## config.mk

```make
export PLATFORM = sky130hd
export DESIGN_NAME = cdb_arbiter
export DESIGN_NICKNAME = d
export VERILOG_FILES = /design/src/rtl/cdb_arbiter.sv
export SDC_FILE = /design/constraint.sdc
export NUM_CORES = 1
export LEC_CHECK = 0
export CAP_MARGIN = 30
export CORE_UTILIZATION = 40
export DETAILED_ROUTE_END_ITERATION = 12
export HOLD_SLACK_MARGIN = 0.03
export PLACE_DENSITY = 0.81
export SETUP_SLACK_MARGIN = 0.15
export SYNTH_ARGS = -nofsm -noshare
export SYNTH_HDL_FRONTEND = slang
export SYNTH_SLANG_ARGS = --single-unit
```

## constraint.sdc

```tcl
create_clock -name clk -period 12.73 [get_ports clk]
set_input_delay 3.1825 -clock clk [delete_from_list [all_inputs] [get_ports clk]]
set_output_delay 3.1825 -clock clk [all_outputs]
set_load 0.05 [all_outputs]
```

## src/rtl/cdb_arbiter.sv

```systemverilog
// Common data bus arbiter: grants up to CDB_WIDTH completed FU results per cycle and
// registers them onto the CDB lanes. Define CDB_RR_ARB_EN for round-robin, else fixed priority.
module cdb_arbiter #(
  parameter int NUM_SRC   = 4,
  parameter int CDB_WIDTH = 2,
  parameter int PRF_IDX_W = 6,
  parameter int ARF_IDX_W = 5,
  parameter int ROB_IDX_W = 5,
  parameter int DATA_W    = 32
) (
  input  logic                                clk,
  input  logic                                rst,
  input  logic                                flush,
  input  logic [NUM_SRC-1:0]                  src_valid,
  output logic [NUM_SRC-1:0]                  src_ready,
  input  logic [NUM_SRC-1:0][PRF_IDX_W-1:0]   src_rd_phy,
  input  logic [NUM_SRC-1:0][ARF_IDX_W-1:0]   src_rd_arch,
  input  logic [NUM_SRC-1:0][ROB_IDX_W-1:0]   src_rob_id,
  input  logic [NUM_SRC-1:0][DATA_W-1:0]      src_data,
  input  logic [NUM_SRC-1:0]                  src_regf_we,
  output logic [CDB_WIDTH-1:0]                cdb_valid,
  output logic [CDB_WIDTH-1:0][PRF_IDX_W-1:0] cdb_rd_phy,
  output logic [CDB_WIDTH-1:0][ARF_IDX_W-1:0] cdb_rd_arch,
  output logic [CDB_WIDTH-1:0][ROB_IDX_W-1:0] cdb_rob_id,
  output logic [CDB_WIDTH-1:0][DATA_W-1:0]    cdb_data,
  output logic [CDB_WIDTH-1:0]                cdb_regf_we
);

  localparam int SRC_IDX_W = (NUM_SRC > 1) ? $clog2(NUM_SRC) : 1;

  logic [SRC_IDX_W-1:0]                scan_start;
  logic [NUM_SRC-1:0]                  grant;
  logic [CDB_WIDTH-1:0]                lane_vld;
  logic [CDB_WIDTH-1:0][SRC_IDX_W-1:0] lane_sel;

  logic [CDB_WIDTH-1:0]                vld_p1;
  logic [CDB_WIDTH-1:0][PRF_IDX_W-1:0] rd_phy_p1;
  logic [CDB_WIDTH-1:0][ARF_IDX_W-1:0] rd_arch_p1;
  logic [CDB_WIDTH-1:0][ROB_IDX_W-1:0] rob_id_p1;
  logic [CDB_WIDTH-1:0][DATA_W-1:0]    data_p1;
  logic [CDB_WIDTH-1:0]                regf_we_p1;

  // Source index reached after stepping offs positions from start, wrapping at NUM_SRC.
  function automatic logic [SRC_IDX_W-1:0] scan_idx(input logic [SRC_IDX_W-1:0] start,
                                                   input int offs);
    int sum;
    sum = int'(start) + offs;
    if (sum >= NUM_SRC) sum = sum - NUM_SRC;
    return SRC_IDX_W'(sum);
  endfunction

  // Stage p0: rotated scan; the k-th valid source found is steered to lane k.
  always_comb begin
    logic [SRC_IDX_W-1:0] idx;
    int                   cnt;
    grant    = '0;
    lane_vld = '0;
    lane_sel = '0;
    idx      = '0;
    cnt      = 0;
    for (int j = 0; j < NUM_SRC; j++) begin
      idx = scan_idx(scan_start, j);
      if (!rst && !flush && src_valid[idx] && cnt < CDB_WIDTH) begin
        grant[idx] = 1'b1;
        for (int k = 0; k < CDB_WIDTH; k++) begin
          if (k == cnt) begin
            lane_vld[k] = 1'b1;
            lane_sel[k] = idx;
          end
        end
        cnt = cnt + 1;
      end
    end
  end

  assign src_ready = grant;

`ifdef CDB_RR_ARB_EN
  logic [SRC_IDX_W-1:0] rr_ptr;
  logic [SRC_IDX_W-1:0] last_idx;

  function automatic logic [SRC_IDX_W-1:0] wrap_inc(input logic [SRC_IDX_W-1:0] i);
    return (i == SRC_IDX_W'(NUM_SRC - 1)) ? '0 : i + 1'b1;
  endfunction

  // Lanes fill in scan order, so the highest loaded lane holds the last granted source.
  always_comb begin
    last_idx = rr_ptr;
    for (int k = 0; k < CDB_WIDTH; k++) begin
      if (lane_vld[k]) last_idx = lane_sel[k];
    end
  end

  always_ff @(posedge clk) begin
    if (rst) begin
      rr_ptr <= '0;
    end else if (lane_vld[0]) begin
      rr_ptr <= wrap_inc(last_idx);
    end
  end

  assign scan_start = rr_ptr;
`else
  assign scan_start = '0;
`endif

  // Stage p1: lane registers; a lane broadcasts for exactly the cycle after its grant.
  always_ff @(posedge clk) begin
    if (rst) begin
      vld_p1 <= '0;
    end else begin
      vld_p1 <= lane_vld;
    end
  end

  always_ff @(posedge clk) begin
    for (int k = 0; k < CDB_WIDTH; k++) begin
      if (lane_vld[k]) begin
        rd_phy_p1[k]  <= src_rd_phy[lane_sel[k]];
        rd_arch_p1[k] <= src_rd_arch[lane_sel[k]];
        rob_id_p1[k]  <= src_rob_id[lane_sel[k]];
        data_p1[k]    <= src_data[lane_sel[k]];
        regf_we_p1[k] <= src_regf_we[lane_sel[k]];
      end
    end
  end

  assign cdb_valid   = vld_p1;
  assign cdb_rd_phy  = rd_phy_p1;
  assign cdb_rd_arch = rd_arch_p1;
  assign cdb_rob_id  = rob_id_p1;
  assign cdb_data    = data_p1;
  assign cdb_regf_we = regf_we_p1;

endmodule

```

==> results of run 1 <==
==> flip-flops by register name, summed over array words and instances, names as in the netlist <==
signal       count
cdb_valid        2
cdb_data        64
cdb_regf_we      2
cdb_rd_phy      12
cdb_rob_id      10
cdb_rd_arch     10
==> kinds of logic (layout without fill, tap and decap cells) <==
kind of cell	after synthesis	count (layout)	share of synthesized area [%]
flip-flops	100	100	47.5
AND/OR/NAND/NOR	16	16	1.71
AO/OA/AOI/OAI	104	104	14.3
multiplexers	196	196	31.3
buffers and inverters	46	337	3.81
adder cells (fa/ha/maj)	6	6	1.32
other	0	1	0
==> report_power, final <==
| group | internal, mW | switching (mW) | total, mW | leakage [nW] |
|---|---|---|---|---|
| logic | 0.162 | 0.218 | 0.381 | 3.09 |
| registers | 0.406 | 0.00943 | 0.416 | 0.934 |
| clock network | 0.132 | 0.122 | 0.254 | 0.116 |
| total | 0.701 | 0.349 | 1.05 | 4.14 |
==> worst paths after layout <==
check	start	slack [ps]	end	cells after the start
min	rst	3530	cdb_valid[1]	2
max	rst	2690	src_ready[3]	11
==> layout by cell type (no fill, tap or decap), types with 2 or more instances in the layout <==
master             n
clkbuf_1           3
clkbuf_16          9
mux2i_1          196
edfxtp_1          98
ha_1               4
buf_4              8
a2bb2oi_1         49
o22a_1            49
nand2_1            5
nor2_1             2
dfxtp_1            2
clkdlybuf4s50_1  306
buf_16             2
inv_1              4
nor2b_1            2
clkinvlp_4         3
==> layer usage <==
layer | part of all wire, % | vias up | track usage [%]
li1 | - | 2458 | -
met1 | 38 | 2694 | 28.6
met2 | 51 | 268 | 49.1
met3 | 7.6 | 53 | 6.57
met4 | 3.7 | 0 | 12.5
met5 | 0 | - | 0
==> final cells by class <==
class / count / share of cell area, %
Multi-Input combinational cell: 322 / 31.7
Clock inverter: 4 / 0.267
Clock buffer: 12 / 2.40
Timing Repair Buffer: 317 / 32.5
Antenna cell: 1 / 0.0254
Tap cell: 211 / 2.68
Inverter: 4 / 0.152
Sequential cell: 100 / 30.3
==> impl_metrics.csv, run 1 <==
group,metric,value,unit
logic_synthesis,ys_top_cells_by_count,"mux2i_1, edfxtp_1, a2bb2oi_1, o22a_1, clkbuf_1",
worst_setup_path,cp_max_fo,7,
place,postPlaceCellArea,9590,µm²
clock_network,clk_path_buf_depth,2,
logic_synthesis,synth_area_leaders,"edfxtp_1, mux2i_1, a2bb2oi_1",
clock_network,clkSinkCount,100,
floorplanning,rows,45,
cells_and_area,fill_cells,1182,
sta,worst_pin_slew,929,ps
sta,drv_slew,0,
cells_and_area,drive_above_1_share,4.22,%
power,leakage,4.14,nW
power,power_density,107,nW/µm²
worst_setup_path,max_stage_delay,730,ps
place,io_buffers,306,
global_routing,grt.total_usage,26.6,%
clock_network,cts_max_level,3,
worst_setup_path,path_class,"in -> out",
logic_synthesis,synth_edf_count,98,
routing,vias,5473,
sta,setup_slack,2690,ps
sta,maxSlewHeadroom,37.9,%
logic_synthesis,synth.cell_area,6270,µm²
logic_synthesis,synth_nets,677,
worst_setup_path,path_buf_inv,5,
clock_network,post_cts_buffers,0,
worst_hold_path,hp-class,"in -> reg",
cells_and_area,post-route-cell-area,9850,µm²
global_routing,antenna_found_initial,1,
worst_setup_path,end_kind,"output port",
worst_setup_path,arrival,6860,ps
sta,finalSetupViolCount,0,
clock_network,numCtsBuffers,9,
cells_and_area,fin_util,64.6,%
routing,viasPerCell,5.64,
worst_setup_path,cp_data_required_time,9550,ps
logic_synthesis,synthArstFlopShare,0,%
floorplanning,dieHeight,127,µm
worst_setup_path,start_kind,"input port",
floorplanning,initial_core_util,41.1,%
logic_synthesis,ys.flop_type,"edfxtp_1",
clock_network,cts_resized,0,
floorplanning,core,15300,µm²
sta,max_clock_freq,99.6,MHz
sta,rsz0062_at_grt,"no",
sta,finalHoldViolations,0,
logic_synthesis,seq_area_frac_synth,47.5,%
worst_setup_path,cpMostUsedCell,"inv_1",
clock_network,clkTransAtPathRegs,60,ps
place,dp.cells,954,
logic_synthesis,synth_seq_cells,100,
worst_setup_path,cp_top_family,"buffers and inverters",
cells_and_area,ff_latch_area,2980,µm²
routing,wire_per_inst,22.4,µm
power,total_power,1.05,mW
worst_setup_path,crit_slowest_cell,"clkdlybuf4s50_1",
logic_synthesis,yosysMostFrequentCell,"mux2i_1",
global_routing,grt_pass1_vias,6057,
cells_and_area,syn2layout_area_growth,57.0,%
place,dp_hpwl,15400,µm
global_routing,grt_first_pass_wirelength,32700,µm
logic_synthesis,yosysWarnings,0,
cells_and_area,nets,963,
routing,wl,21800,µm
routing,drtIter0Drc,303,
worst_setup_path,path_cells,"clkdlybuf4s50_1 -> nor2_1 -> nand2_1 -> inv_1 -> ha_1 -> nor4b_4 -> inv_1 -> fa_1 -> nand4bb_1 -> inv_1 -> clkdlybuf4s50_1",
sta,fin_setup_tns,0,ps
routing,dr.pass1.iters,4,
sta,timing.hold.ws,3530,ps
power,peakVddDrop,56.9,µV
logic_synthesis,netlist.area_leader.share,46.9,%
sta,fin_crit,10040,ps
floorplanning,die_x,127,µm
floorplanning,die_area,16200,µm²
routing,antenna_left,0,
logic_synthesis,yosysTopAreaCell,"edfxtp_1",
global_routing,grt_overflow_total,0,
sta,finalCritPeriodShare,78.9,%
outcome,outcome,"finished clean",
cells_and_area,stdcell_count,971,
logic_synthesis,synth.distinct_cells,28,
place,gp_congestion,0.865,
logic_synthesis,syn_inst,468,
clock_network,cts_tree,"built",
job,drv_cap,0,
place,pre_cts_ws,2740,ps
clock_network,cts_hold_buffers,0,
global_routing,grt_max_degree,51,
logic_synthesis,syn_area_per_cell,13.4,µm²
routing,drc,0,
cells_and_area,multi_input_area,3130,µm²
clock_network,cts-root-buf,"clkbuf_16",
floorplanning,io_pins,307,
No activity file was read; power rests on OpenSTA's default activity.
==> run 2: changes to the inputs <==
clock period = 9.9 ns   (was 12.73 ns; I/O delays follow)
==> run 2 against run 1 <==
Critical path depth unchanged; sequential cell count unchanged; non-clock buffer count did not move; combinational power is 28% higher; sequential power is 29% higher; final cell count is 0.10% lower; worst setup slack worse by 1400 ps; sequential share of layout area decreased by 0.061 points; count of clock-buffer cells in the layout decreased by 1; global-route usage shrank 0.74 points; routed wire length is 2.2% lower; critical endpoint unchanged; largest power group unchanged.
==> impl_metrics.csv, run 2 (synthesis results as in run 1) <==
group,metric,value,unit
floorplanning,dieHeight,127,µm
sta,fin_setup_tns,0,ps
sta,max_clock_freq,116,MHz
cells_and_area,final_cell_mix,"clkdlybuf4s50_1, mux2i_1, edfxtp_1, a2bb2oi_1, o22a_1",
cells_and_area,drive_above_1_share,4.22,%
power,leakage,4.15,nW
cells_and_area,largest_reg_flops,64,
sta,setup_slack,1270,ps
clock_network,cts_resized,0,
job,drv_cap,0,
place,pre_cts_ws,1310,ps
worst_setup_path,cpMostUsedCell,"inv_1",
place,dp_hpwl,15100,µm
clock_network,cts_tree,"built",
cells_and_area,nets,963,
cells_and_area,post-route-cell-area,9870,µm²
cells_and_area,syn2layout_area_growth,57.4,%
sta,worst_pin_slew,883,ps
cells_and_area,diodes,0,
clock_network,numCtsBuffers,9,
worst_setup_path,path_buf_inv,5,
outcome,outcome,"finished clean",
routing,viasPerCell,5.61,
sta,finalHoldViolations,0,
sta,fin_crit,8630,ps
clock_network,post_cts_buffers,0,
routing,drc,0,
worst_setup_path,cp_max_fo,7,
clock_network,clk_path_buf_depth,2,
sta,finalCritPeriodShare,87.2,%
floorplanning,die_area,16200,µm²
power,power_density,139,nW/µm²
place,io_buffers,306,
global_routing,antenna_found_initial,0,
routing,vias,5444,
sta,finalSetupViolCount,0,
floorplanning,initial_core_util,41.1,%
global_routing,grt_max_degree,51,
routing,wire_per_inst,21.9,µm
routing,wl,21300,µm
routing,dr.pass1.iters,4,
sta,maxSlewHeadroom,41.0,%
routing,drtIter0Drc,335,
routing,antenna_left,0,
clock_network,cts-root-buf,"clkbuf_16",
power,peakVddDrop,92.1,µV
floorplanning,core,15300,µm²
sta,rsz0062_at_grt,"no",
sta,drv_slew,0,
worst_setup_path,arrival,6160,ps
floorplanning,die_x,127,µm
global_routing,grt_first_pass_wirelength,31700,µm
clock_network,clkSinkCount,100,
worst_hold_path,hp-class,"in -> reg",
worst_setup_path,end_kind,"output port",
worst_setup_path,path_cells,"clkdlybuf4s50_1 -> nor2_1 -> nand2_1 -> inv_1 -> ha_1 -> nor4b_4 -> inv_1 -> fa_1 -> nand4bb_1 -> inv_1 -> clkdlybuf4s50_1",
global_routing,grt_overflow_total,0,
clock_network,clkTransAtPathRegs,70,ps
worst_setup_path,path_class,"in -> out",
worst_setup_path,cp_data_required_time,7430,ps
global_routing,grt_pass1_vias,5745,
global_routing,grt.total_usage,25.9,%
clock_network,cts_hold_buffers,0,
place,gp_congestion,0.877,
worst_setup_path,cp_top_family,"buffers and inverters",
floorplanning,io_pins,307,
worst_setup_path,crit_slowest_cell,"clkdlybuf4s50_1",
cells_and_area,final_common_cell,"clkdlybuf4s50_1",
worst_setup_path,start_kind,"input port",
place,postPlaceCellArea,9590,µm²
clock_network,cts_max_level,3,
floorplanning,rows,45,
worst_setup_path,max_stage_delay,720,ps
[run 2: changes by cell type in the layout (fill, tap and decap cells not counted), sizes merged]
cell,previous run,this run
clkinvlp,3,2
bufinv,0,1
clkinv,1,2
diode,1,0
clkbuf,12,11
[run 2: worst paths after layout]
kind | cells after the start | slack [ps] | endpoint | start
max | 11 | 1270 | src_ready[3] | rst
min | 2 | 2840 | cdb_data[59] | src_data[123]
[run 2: metrics by stage]
| stage | hold WS, ps | total power [mW] | std cells | util, % |
|---|---|---|---|---|
| floorplan | 2540 | 0.821 | 468 | - |
| global route | 2840 | 1.42 | 970 | 64.7 |
| finish | 2840 | 1.37 | 970 | 64.7 |
| CTS | 2830 | 1.38 | 970 | 64.7 |
| detailed placement | 3190 | 1.03 | 954 | 62.8 |
| global placement | 3170 | 1.02 | 951 | 62.3 |
[run 2: layer usage]
layer	vias up	GRT usage [%]	routed length (µm)
met4	2	12.0	723
met2	270	47.2	10800
met1	2656	27.9	8080
met5	-	0	6
li1	2469	-	-
met3	47	7.04	1660
[run 2: power by group]
| group | internal [mW] | leakage, nW | switching, mW | total [mW] |
|---|---|---|---|---|
| clock | 0.195 | 0.131 | 0.155 | 0.350 |
| sequential | 0.522 | 0.934 | 0.0123 | 0.535 |
| combinational | 0.209 | 3.09 | 0.280 | 0.488 |
[run 2: cell type report]
cell class              count  area (µm²)
clock buffers              11         233
clock inverters             5        52.6
inverters                   4        15.0
repair buffers            317        3200
fillers                  1133        5390
well taps                 211         264
multi-input cells         322        3130
flip-flops and latches    100        2980
==> run 3: changes to the inputs <==
clock period = 8.5 ns   (was 9.9 ns; I/O delays follow)
==> run 3 against run 2 <==
First-iteration DRC count fell by 13%; die area did not move; final cell count is 0.10% higher; highest routed layer is now met4; largest power group unchanged.
==> impl_metrics.csv, run 3 (synthesis results as in run 1) <==
group,metric,value,unit
clock_network,cts_tree,"built",
routing,drtIter0Drc,291,
floorplanning,dieHeight,127,µm
cells_and_area,multi_input_area,3130,µm²
floorplanning,initial_core_util,41.1,%
clock_network,cts-root-buf,"clkbuf_16",
clock_network,numCtsBuffers,9,
clock_network,clk_path_buf_depth,2,
routing,viasPerCell,5.60,
power,p_int,1.11,mW
worst_setup_path,cp_max_fo,7,
global_routing,grt_overflow_total,0,
routing,drc,0,
sta,rsz0062_at_grt,"no",
worst_setup_path,path_class,"in -> out",
routing,wire_per_inst,22.2,µm
sta,fin_setup_tns,0,ps
floorplanning,io_pins,307,
sta,finalSetupViolCount,0,
cells_and_area,ff_latch_area,2980,µm²
routing,antenna_left,0,
sta,fin_crit,7940,ps
routing,dr.pass1.iters,4,
cells_and_area,syn2layout_area_growth,58.0,%
power,seqPwrFrac,38.3,%
sta,timing.hold.ws,2490,ps
place,gp_congestion,0.910,
power,swShare,32.0,%
cells_and_area,drive_above_1_share,4.22,%
sta,max_clock_freq,126,MHz
outcome,outcome,"finished clean",
floorplanning,rows,45,
power,power_switching,522,µW
sta,drv_slew,0,
clock_network,cts_hold_buffers,0,
clock_network,cts_resized,0,
cells_and_area,fill_cells,1144,
power,peakVddDrop,120,µV
power,power_density,164,nW/µm²
clock_network,clkTransAtPathRegs,70,ps
worst_hold_path,hold_start,"src_data[117]",
routing,wl,21600,µm
sta,finalCritPeriodShare,93.4,%
cells_and_area,post-route-cell-area,9910,µm²
cells_and_area,largest_reg_flops,64,
floorplanning,die_x,127,µm
power,total_power,1.63,mW
global_routing,grt.total_usage,26.8,%
worst_setup_path,cp_data_required_time,6380,ps
cells_and_area,nets,963,
sta,setup_slack,559,ps
worst_hold_path,min_path_cells,2,
power,leakage,4.17,nW
floorplanning,die_area,16200,µm²
global_routing,grt_first_pass_wirelength,32600,µm
power,pwr-share-comb,35.0,%
global_routing,grt_max_degree,50,
power,clkPwrFrac,26.7,%
sta,maxSlewHeadroom,34.5,%
place,io_buffers,306,
global_routing,grt_pass1_vias,5847,
sta,worst_pin_slew,980,ps
global_routing,antenna_found_initial,1,
worst_setup_path,arrival,5820,ps
place,pre_cts_ws,596,ps
cells_and_area,final_cell_mix,"clkdlybuf4s50_1, mux2i_1, edfxtp_1, a2bb2oi_1, o22a_1",
floorplanning,core,15300,µm²
worst_setup_path,start_kind,"input port",
worst_hold_path,hp-class,"in -> reg",
worst_setup_path,critPathLaunch,"rst",
worst_setup_path,end_kind,"output port",
cells_and_area,final_common_cell,"clkdlybuf4s50_1",
clock_network,cts_max_level,3,
place,dp_hpwl,15200,µm
clock_network,post_cts_buffers,0,
place,postPlaceCellArea,9600,µm²
sta,finalHoldViolations,0,
routing,vias,5438,
clock_network,clkSinkCount,100,
job,drv_cap,0,
-- run 3: cell count changes in the layout (fill, tap and decap cells not counted), sizes merged --
cell and delta:
bufinv +1, clkbuf -1, clkinv +1, clkinvlp -1
diode +1
-- run 3: worst paths after layout --
kind | endpoint
worst max-delay path | src_ready[3]
worst min-delay path | cdb_data[53]
-- run 3: cell type report --
cell class	count	share of cell area (%)
diodes	1	0.0253
multi-input cells	322	31.6
clock buffers	10	2.31
inverters	4	0.152
well taps	211	2.66
repair buffers	317	32.4
clock inverters	6	0.795
flip-flops and latches	100	30.1
-- run 3: power by group through the flow --
stage	registers, mW	logic, mW	clock network (mW)
5_1_grt	0.628	0.596	0.461
3_3_place_gp	0.632	0.559	0
3_5_place_dp	0.635	0.571	0
4_1_cts	0.624	0.573	0.444
2_1_floorplan	0.817	0.139	0
6_report	0.623	0.571	0.435
-- run 3: routing by layer --
layer | track usage [%] | vias to the layer above | part of all wire [%]
li1 | - | 2473 | -
met1 | 29.8 | 2656 | 38
met2 | 49.5 | 274 | 52
met3 | 6.62 | 35 | 8.4
met4 | 9.52 | 0 | 2.4
met5 | 0 | - | 0
-- run 3: stage by stage --
step / std cells / utilization [%]
floorplan: 468 / -
global placement: 951 / 62.4
detailed placement: 954 / 62.9
CTS: 970 / 64.9
global route: 971 / 64.9
finish: 971 / 64.9
-- run 3: critical path, stage by stage --
cell	delay [ps]
clkdlybuf4s50_1	590
nor2_1	120
nand2_1	200
inv_1	140
ha_1	330
nor4b_4	650
inv_1	150
fa_1	430
nand4bb_1	230
inv_1	120
clkdlybuf4s50_1	710
